===== src/rtl/ptr_pkg.sv =====
// Shared definitions for the photo tape reader path: controller states,
// the block stop code, and the word-time timer width.
package ptr_pkg;

    typedef enum logic [2:0] {
        IDLE,
        ACCEL,
        READ,
        GAP,
        REV_ACCEL,
        REVERSE,
        DECEL
    } ptr_state_t;

    localparam logic [4:0] STOP_CODE = 5'b10000;
    localparam int         TMR_W     = 4;

    function automatic logic is_rev_state(input ptr_state_t s);
        return (s == REV_ACCEL) || (s == REVERSE);
    endfunction

endpackage


===== src/rtl/ptr_ctl_wt_timer.sv =====
// Loadable word-time down-counter. done fires on the T0 that takes the count
// to zero, so a load of N ends the phase on the N-th following T0.
module wt_timer
    import ptr_pkg::*;
#(
    parameter int W = TMR_W
)(
    input  logic         clk,
    input  logic         rst,
    input  logic         tick,
    input  logic         load,
    input  logic [W-1:0] load_val,
    output logic         done
);

    logic [W-1:0] cnt_reg;

    always_ff @(posedge clk or posedge rst) begin
        if (rst) begin
            cnt_reg <= '0;
        end else if (load) begin
            cnt_reg <= load_val;
        end else if (tick && (cnt_reg != '0)) begin
            cnt_reg <= cnt_reg - 1'b1;
        end
    end

    assign done = tick && (cnt_reg <= W'(1));

endmodule


===== src/rtl/ptr_ctl.sv =====
// Photo tape reader controller: motor start ramp, per-character stepping,
// stop-code block end, stop ramp and block reverse for re-read.
module ptr_ctl
    import ptr_pkg::*;
#(
    parameter int ACCEL_WT = 4,
    parameter int CHAR_WT  = 2,
    parameter int DECEL_WT = 3,
    parameter int BLK_W    = 12
)(
    input  logic       CLOCK,
    input  logic       rst,
    input  logic       T0,
    input  logic       TAPE_FWD,
    input  logic       TAPE_REV_REQ,
    input  logic [4:0] TS_CHAR,
    input  logic       TS_VALID,
    input  logic       TS_EOT,
    output logic       TS_STEP,
    output logic       TS_DIR,
    output logic       CHAR_STB,
    output logic [4:0] CHAR_CODE,
    output logic       STOP_SEEN,
    output logic       PL6_PHOTO_TAPE_REV,
    output logic       READER_BUSY,
    output logic       TAPE_FAULT
);

    localparam logic [BLK_W-1:0] BLK_MAX = '1;
    // The sample/step T0 itself counts as the last word time of ACCEL and GAP.
    localparam logic [TMR_W-1:0] ACCEL_VAL = TMR_W'(ACCEL_WT - 1);
    localparam logic [TMR_W-1:0] GAP_VAL   = TMR_W'(CHAR_WT - 1);
    localparam logic [TMR_W-1:0] STEP_VAL  = TMR_W'(CHAR_WT);
    localparam logic [TMR_W-1:0] DECEL_VAL = TMR_W'(DECEL_WT);
    localparam logic [TMR_W-1:0] FIRST_VAL = TMR_W'(1);

    ptr_state_t       state_reg, state_next;
    logic [BLK_W-1:0] blk_cnt_reg, blk_cnt_next;
    logic [BLK_W-1:0] last_blk_reg, last_blk_next;
    logic [BLK_W-1:0] rcnt_reg, rcnt_next;
    logic [4:0]       char_code_reg, char_code_next;
    logic             fault_reg, fault_next;
    logic             dir_reg, dir_next;
    logic             tmr_load, tmr_done;
    logic [TMR_W-1:0] tmr_val;
    logic             read_hit, rev_step;

    function automatic logic [BLK_W-1:0] sat_inc(input logic [BLK_W-1:0] v);
        return (v == BLK_MAX) ? v : v + 1'b1;
    endfunction

    wt_timer #(.W(TMR_W)) u_timer (
        .clk      (CLOCK),
        .rst      (rst),
        .tick     (T0),
        .load     (tmr_load),
        .load_val (tmr_val),
        .done     (tmr_done)
    );

    assign read_hit = (state_reg == READ) && T0 && !TS_EOT && TS_VALID;
    assign rev_step = (state_reg == REVERSE) && (rcnt_reg != '0) && !TS_EOT && tmr_done;

    always_ff @(posedge CLOCK or posedge rst) begin
        if (rst) begin
            state_reg     <= IDLE;
            blk_cnt_reg   <= '0;
            last_blk_reg  <= '0;
            rcnt_reg      <= '0;
            char_code_reg <= '0;
            fault_reg     <= 1'b0;
            dir_reg       <= 1'b0;
        end else begin
            state_reg     <= state_next;
            blk_cnt_reg   <= blk_cnt_next;
            last_blk_reg  <= last_blk_next;
            rcnt_reg      <= rcnt_next;
            char_code_reg <= char_code_next;
            fault_reg     <= fault_next;
            dir_reg       <= dir_next;
        end
    end

    always_comb begin
        state_next     = state_reg;
        blk_cnt_next   = blk_cnt_reg;
        last_blk_next  = last_blk_reg;
        rcnt_next      = rcnt_reg;
        char_code_next = char_code_reg;
        fault_next     = fault_reg;
        dir_next       = dir_reg;
        tmr_load       = 1'b0;
        tmr_val        = '0;
        case (state_reg)
            IDLE: begin
                // Forward wins a simultaneous request; reverse needs a block to undo.
                if (TAPE_FWD) begin
                    state_next = ACCEL;
                    dir_next   = 1'b0;
                    tmr_load   = 1'b1;
                    tmr_val    = ACCEL_VAL;
                end else if (TAPE_REV_REQ && (last_blk_reg != '0)) begin
                    state_next = REV_ACCEL;
                    dir_next   = 1'b1;
                    tmr_load   = 1'b1;
                    tmr_val    = ACCEL_VAL;
                end
            end
            ACCEL, GAP: begin
                if (!TAPE_FWD) begin
                    state_next = DECEL;
                    tmr_load   = 1'b1;
                    tmr_val    = DECEL_VAL;
                end else if (tmr_done) begin
                    state_next = READ;
                end
            end
            READ: begin
                if (T0 && TS_EOT) begin
                    fault_next = 1'b1;
                    state_next = DECEL;
                    tmr_load   = 1'b1;
                    tmr_val    = DECEL_VAL;
                end else if (read_hit) begin
                    char_code_next = TS_CHAR;
                    tmr_load       = 1'b1;
                    if (TS_CHAR == STOP_CODE) begin
                        last_blk_next = sat_inc(blk_cnt_reg);
                        blk_cnt_next  = '0;
                        state_next    = DECEL;
                        tmr_val       = DECEL_VAL;
                    end else begin
                        blk_cnt_next = sat_inc(blk_cnt_reg);
                        state_next   = GAP;
                        tmr_val      = GAP_VAL;
                    end
                end
            end
            REV_ACCEL: begin
                if (tmr_done) begin
                    state_next = REVERSE;
                    rcnt_next  = last_blk_reg;
                    tmr_load   = 1'b1;
                    tmr_val    = FIRST_VAL;
                end
            end
            REVERSE: begin
                if (rcnt_reg == '0) begin
                    blk_cnt_next = '0;
                    state_next   = DECEL;
                    tmr_load     = 1'b1;
                    tmr_val      = DECEL_VAL;
                end else if (T0 && TS_EOT) begin
                    fault_next = 1'b1;
                    state_next = DECEL;
                    tmr_load   = 1'b1;
                    tmr_val    = DECEL_VAL;
                end else if (rev_step) begin
                    rcnt_next = rcnt_reg - 1'b1;
                    tmr_load  = 1'b1;
                    tmr_val   = STEP_VAL;
                end
            end
            DECEL: begin
                if (tmr_done) begin
                    state_next = IDLE;
                    dir_next   = 1'b0;
                end
            end
            default: state_next = IDLE;
        endcase
    end

    always_comb begin
        TS_STEP            = read_hit || rev_step;
        TS_DIR             = dir_reg;
        CHAR_STB           = read_hit;
        CHAR_CODE          = char_code_reg;
        STOP_SEEN          = read_hit && (TS_CHAR == STOP_CODE);
        PL6_PHOTO_TAPE_REV = is_rev_state(state_reg);
        READER_BUSY        = (state_reg != IDLE);
        TAPE_FAULT         = fault_reg;
    end

endmodule


===== config.mk =====
export PLATFORM = sky130hd
export DESIGN_NAME = ptr_ctl
export DESIGN_NICKNAME = d
export VERILOG_FILES = /design/src/rtl/ptr_pkg.sv /design/src/rtl/ptr_ctl_wt_timer.sv /design/src/rtl/ptr_ctl.sv
export SDC_FILE = /design/constraint.sdc
export NUM_CORES = 1
export LEC_CHECK = 0
export ABC_AREA = 1
export CAP_MARGIN = 10
export CORE_MARGIN = 1.5
export CORE_UTILIZATION = 40
export DETAILED_ROUTE_END_ITERATION = 8
export DONT_BUFFER_PORTS = 1
export GPL_TIMING_DRIVEN = 0
export PLACE_DENSITY = 0.68
export SETUP_SLACK_MARGIN = 0.2
export SYNTH_ARGS = -nofsm -noshare
export SYNTH_HDL_FRONTEND = slang
export SYNTH_SLANG_ARGS = --single-unit

===== constraint.sdc =====
create_clock -name CLOCK -period 1.57 [get_ports CLOCK]
set_input_delay 0.3925 -clock CLOCK [delete_from_list [all_inputs] [get_ports CLOCK]]
set_output_delay 0.3925 -clock CLOCK [all_outputs]
set_load 0.03 [all_outputs]

# Word-level counts from Yosys, hierarchy flattened
# Index checks and enable logic that the tools add are counted.
[word_totals]
reg_bits = 50
latch_bits = 0
ramBits = 0
mem_bits_ro = 0
out_inout_bits = 12
memories = 0
[op_classes]
n_addsub = 3
multipliers = 0
div = 0
n_lt_le_gt_ge = 1
n_eq_ne = 20
shifts = 0
muxes = 53
n_bitwise = 1
n_reduce_logical = 32
[op_table]
columns = ["operator", "n"]
rows = [
  ["two-way mux 12 bit", 9],
  ["one-hot mux 12 bit (2 select lines)", 2],
  ["two-way mux 3 bit", 11],
  ["nonzero test 12 bit", 2],
  ["two-way mux 2 bit", 9],
  ["one-hot mux 3 bit (6 select lines)", 1],
  ["two-way mux 1 bit", 15],
  ["inequality test 2 bit (second input constant)", 7],
  ["adder 12 x 1 -> 12 bit (second input constant)", 1],
  ["equality test 12 bit (second input constant)", 1],
  ["logical NOT 12 bit", 1],
  ["subtractor 12 x 1 -> 12 bit (second input constant)", 1],
  ["logical AND 1 bit", 11],
  ["one-hot mux 2 bit (5 select lines)", 1],
  ["equality test 3 bit (second input constant)", 3],
  ["two-way mux 4 bit", 2],
  ["AND reduction 4 bit", 2],
  ["nonzero test 2 bit", 4],
  ["equality test 3 x 2 -> 1 bit (second input constant)", 2],
  ["inequality test 3 bit (second input constant)", 2],
  ["AND reduction 3 bit", 2],
  ["AND reduction 6 bit", 1],
  ["equality test 5 bit (second input constant)", 1],
  ["one-hot mux 1 bit (5 select lines)", 1],
  ["other kinds (16)", 18],
]

# Longest topological paths before layout
[logic_depth]
depth_word = 9
depth_mapped = 13
ltp_nobuf = 13

# Cells and area by module
# From an unflattened synthesis, not the netlist that was laid out.
[hier_totals]
hier_cells = 478
hier_area_um2 = 3203.1
[modules_own_cells]
columns = ["module", "instances", "cells_each", "area_each_um2", "seq_area_each_um2"]
rows = [
  ["ptr_ctl", 1, 434, 2900.3, 1151.1],
  ["wt_timer", 1, 44, 302.8, 100.1],
]

# Worst setup path before layout
# OpenSTA, ideal clock, no wires.
[synth_timing]
path_type = "input port to output port"
startpoint = "in TS_EOT"
endpoint = "out TS_STEP"
t_arrival_ns = 1.397
t_required_ns = 1.177
path_slack_ns = -0.219
cell_stages = 5
path_cell_list = "inv_1 > nand3_1 > nor2_8 > clkinv_1 > nand2_1"
[synth_via]
elab_chain_len = 4
elab_cells_between_ends = 6
[synth_rtl]
columns = ["element", "line", "rtl"]
rows = [
  ["start: declaration", "ptr_ctl.sv:18", "input logic TS_EOT,"],
  ["logical NOT 1 bit", "ptr_ctl.sv:61", "assign read_hit = (state_reg == READ) && T0 && !TS_EOT && TS_VALID;"],
  ["logical AND 1 bit (2 in a row)", "ptr_ctl.sv:61", ""],
  ["via CHAR_STB", "ptr_ctl.sv:21", "output logic CHAR_STB,"],
  ["logical OR 1 bit", "ptr_ctl.sv:175", "TS_STEP = read_hit || rev_step;"],
  ["end: declaration", "ptr_ctl.sv:19", "output logic TS_STEP,"],
]
# The timed path passes the listed nets, and every way through them passes these cells.

# Worst setup path after layout
[layout_timing]
startpoint = "reg state_reg[2]"
endpoint = "out STOP_SEEN"
[layout_via]
elab_chain_len = 5
[layout_rtl]
columns = ["element", "line", "rtl"]
rows = [
  ["start: declaration", "ptr_ctl.sv:37", "ptr_state_t state_reg, state_next;"],
  ["start signal: assignment", "ptr_ctl.sv:74", "state_reg <= state_next;"],
  ["equality test 3 x 2 -> 1 bit", "ptr_ctl.sv:61", ""],
  ["logical AND 1 bit (3 in a row)", "ptr_ctl.sv:61", ""],
  ["via CHAR_STB", "ptr_ctl.sv:21", ""],
  ["logical AND 1 bit", "ptr_ctl.sv:179", "STOP_SEEN = read_hit && (TS_CHAR == STOP_CODE);"],
  ["end: declaration", "ptr_ctl.sv:23", "output logic STOP_SEEN,"],
]
# The timed path passes the listed nets, and every way through them passes these cells.

==> summary.txt <==
Drt
  • DR vias/cell: 5.11
  • Iteration-0 DRC Markers: 125
  • TritonRoute pass-1 iters: 4
  • DRC: 0
  • DRT antenna net count: 0
  • Drt total wl: 7950 µm
  • Average wire per standard cell: 14.2 µm
  • Via Count: 2861

Worst setup path
  • CP startpoint kind: flop
  • CP required: 1180 ps
  • Worst Path Arrival: 1490 ps
  • Worst Path Class, Setup: reg2out
  • CP max FO: 8
  • Setup crit end kind: output port

Synthesis
  • Post-synth top cells: nand2_1, inv_1, dfrtp_1
  • Post-synth top area share: 41.1%
  • Async SR Flop Fraction: 100%
  • #FFs+latches synth: 50
  • Mapped cell area: 0.00305 mm²
  • Main area contributors after synthesis: dfrtp_1, nand2_1, inv_1
  • Ys Warns: 0
  • Synthesized Nets: 421
  • Top-count cell post-synth: nand2_1
  • Top cell type by total area after synthesis: dfrtp_1
  • Post-synth cell types: 40
  • Syn Inst Count: 404
  • Post-synth EDFFs: 0
  • Sequential element share of the synthesized area: 41.1%
  • Main synth FF type: dfrtp_1
  • Avg Cell Area, Syn: 7.54 µm²

Hold path
  • Worst Hold Class: in2async

Clocking
  • Insertion delay to the later sink of the worst-skew pair: 300 ps
  • CTS tree: built
  • Num CTS Buffers: 5
  • H-Tree Depth: 2
  • CTS Hold Bufs: 0
  • Root buf cell: clkbuf_8
  • CTS Buffer Depth: 2
  • Clock Sinks: 50
  • Clk pin slew, worst setup/hold paths: 90 ps

Place
  • RePlAce Congestion: 0.887
  • IO Port Bufs: 0
  • Hpwl dp: 4880 µm
  • Placed cell areas: 0.00331 mm²
  • Inst Count DP: 503

Timing
  • Final hold vios: 1
  • Clk_skew: 7.57 ps
  • Final Worst Setup Slack: -312 ps
  • Least-Margin Pin Slew: 546 ps
  • WHS: -0.874 ps
  • Unrepaired setup endpoints after global routing: true
  • Setup violators final: 45
  • Fin Setup TNS: -5800 ps
  • Worst relative slew slack: 63.5%
  • Final Critical Period: 1880 ps
  • Peak Freq: 531 MHz
  • Max-slew violation count: 0
  • Tcrit/Tclk final: 120%

Cells and area
  • Fin cells: 560
  • Share of layout cells above drive strength 1: 38.2%
  • Layout area overhead: 40.0%
  • Final layout net count: 477
  • Antenna cells: 0
  • Final instance area: 0.00426 mm²

Floorplan
  • I/O pins: 24
  • CORE AREA: 0.00729 mm²
  • Chip Width: 90.3 µm
  • Row count: 31
  • Die Area: 0.00815 mm²
  • Die Height: 90.3 µm
  • Initial core utilization: 41.8%

GRT
  • Global-route wire length before repair: 13100 µm
  • Congestion Overflow GR: 0
  • Vias in the first global route: 2816
  • Initial antenna violation count: 0
  • Tot GR Track Use: 19.5%
  • Largest net degree at the start of global routing: 51

Power and ir drop
  • Worst VDD drop: 0.439 mV
  • Lkg Pwr: 0.00206 µW
  • Cell Pwr Density: 1450 mW/mm²

Run
  • Max-cap violations: 0

Run status
  • Failing checks: negative hold slack, negative setup slack
  • Run status: finished with violations
[cell families after synthesis]
kind of cell	after synthesis	synth area share, %
AND/OR/NAND/NOR	202	30.9
adder cells (fa/ha/maj)	5	2.05
flip-flops	50	41.1
XOR/XNOR	11	3.16
AO/OA/AOI/OAI	71	13.6
buffers and inverters	65	9.24
[worst max-delay path, stage by stage (launching register included)]
cell and delay, ps:
dfrtp_1 420, inv_4 80, nand3_4 100, nor2_8 290, nand2_4 90, clkinv_4 80, buf_12 130
[layer usage]
metal  vias up  wire, µm  track usage, %
met5         -         0               0
met4         0       146            6.35
met3        13       291            3.20
met2        52      4060            34.2
met1      1378      3450            24.5
li1       1418         -               -
[metrics by stage]
step           power, µW  util [%]  setup slack [ps]
3_3_place_gp        4320      45.3              -217
6_report            6170      58.5              -312
2_1_floorplan       3940         -             -33.3
5_1_grt             6610      58.5              -385
4_1_cts             5840      52.7              -296
3_5_place_dp        4400      45.3              -219
[worst paths after layout]
path                                                     start                              to  slack (ps)  cells past startpoint
max in group asynchronous                                  rst        state_reg[1]$_DFFE_PP0P_        1070                      2
worst max register to register  u_timer.cnt_reg[0]$_DFFE_PP0P_  u_timer.cnt_reg[0]$_DFFE_PP0P_        -250                     14
worst min register to register        rcnt_reg[11]$_DFFE_PP0P_        rcnt_reg[11]$_DFFE_PP0P_         480                      2
worst min-delay path                                       rst      blk_cnt_reg[4]$_DFFE_PP0P_        -0.9                      1
min in group CLOCK                                  TS_CHAR[4]        CHAR_CODE[4]$_DFFE_PP0P_         210                      2
worst max-delay path                  state_reg[2]$_DFFE_PP0P_                       STOP_SEEN        -310                      6
[area by class of cell]
cell class	instances	area, µm²
plain buffers	9	118
clock buffers	6	72.6
clock inverters	2	13.8
fillers	617	3030
inverters	56	231
multi-input cells	289	1940
flip-flops and latches	50	1250
well taps	99	124
repair buffers	49	510
[power by group]
group,total [µW],internal [µW],switching (µW)
Clock,750,316,435
Sequential,2080,1610,469
Combinational,3340,1440,1900
[placed cells by master (no fill, tap or decap), types with 4 or more instances in the layout]
master     n
o21ai_2   10
nor2_1    22
clkbuf_8   5
inv_2     15
a21oi_1    4
nand2_2   13
nand3_4    6
nand3_1   14
inv_1     35
xor2_1     8
nand3_2    6
nor2_2     7
buf_4     32
buf_6     16
nand4_1    5
nand2_1   94
o21ai_1   21
nor2_4     9
nand2_4   13
o211ai_1   4
dfrtp_1   48
o21ai_0   15
[timing repair]
item | CTS | global route
pin swaps | 23 | 12
gates cloned | 1 | 3
setup buffers | 30 | 14
endpoints found under the setup margin | 54 | 49
gates resized for setup | 53 | 58
hold endpoints to repair | 0 | 0
Power figures use the tool's default switching activity.
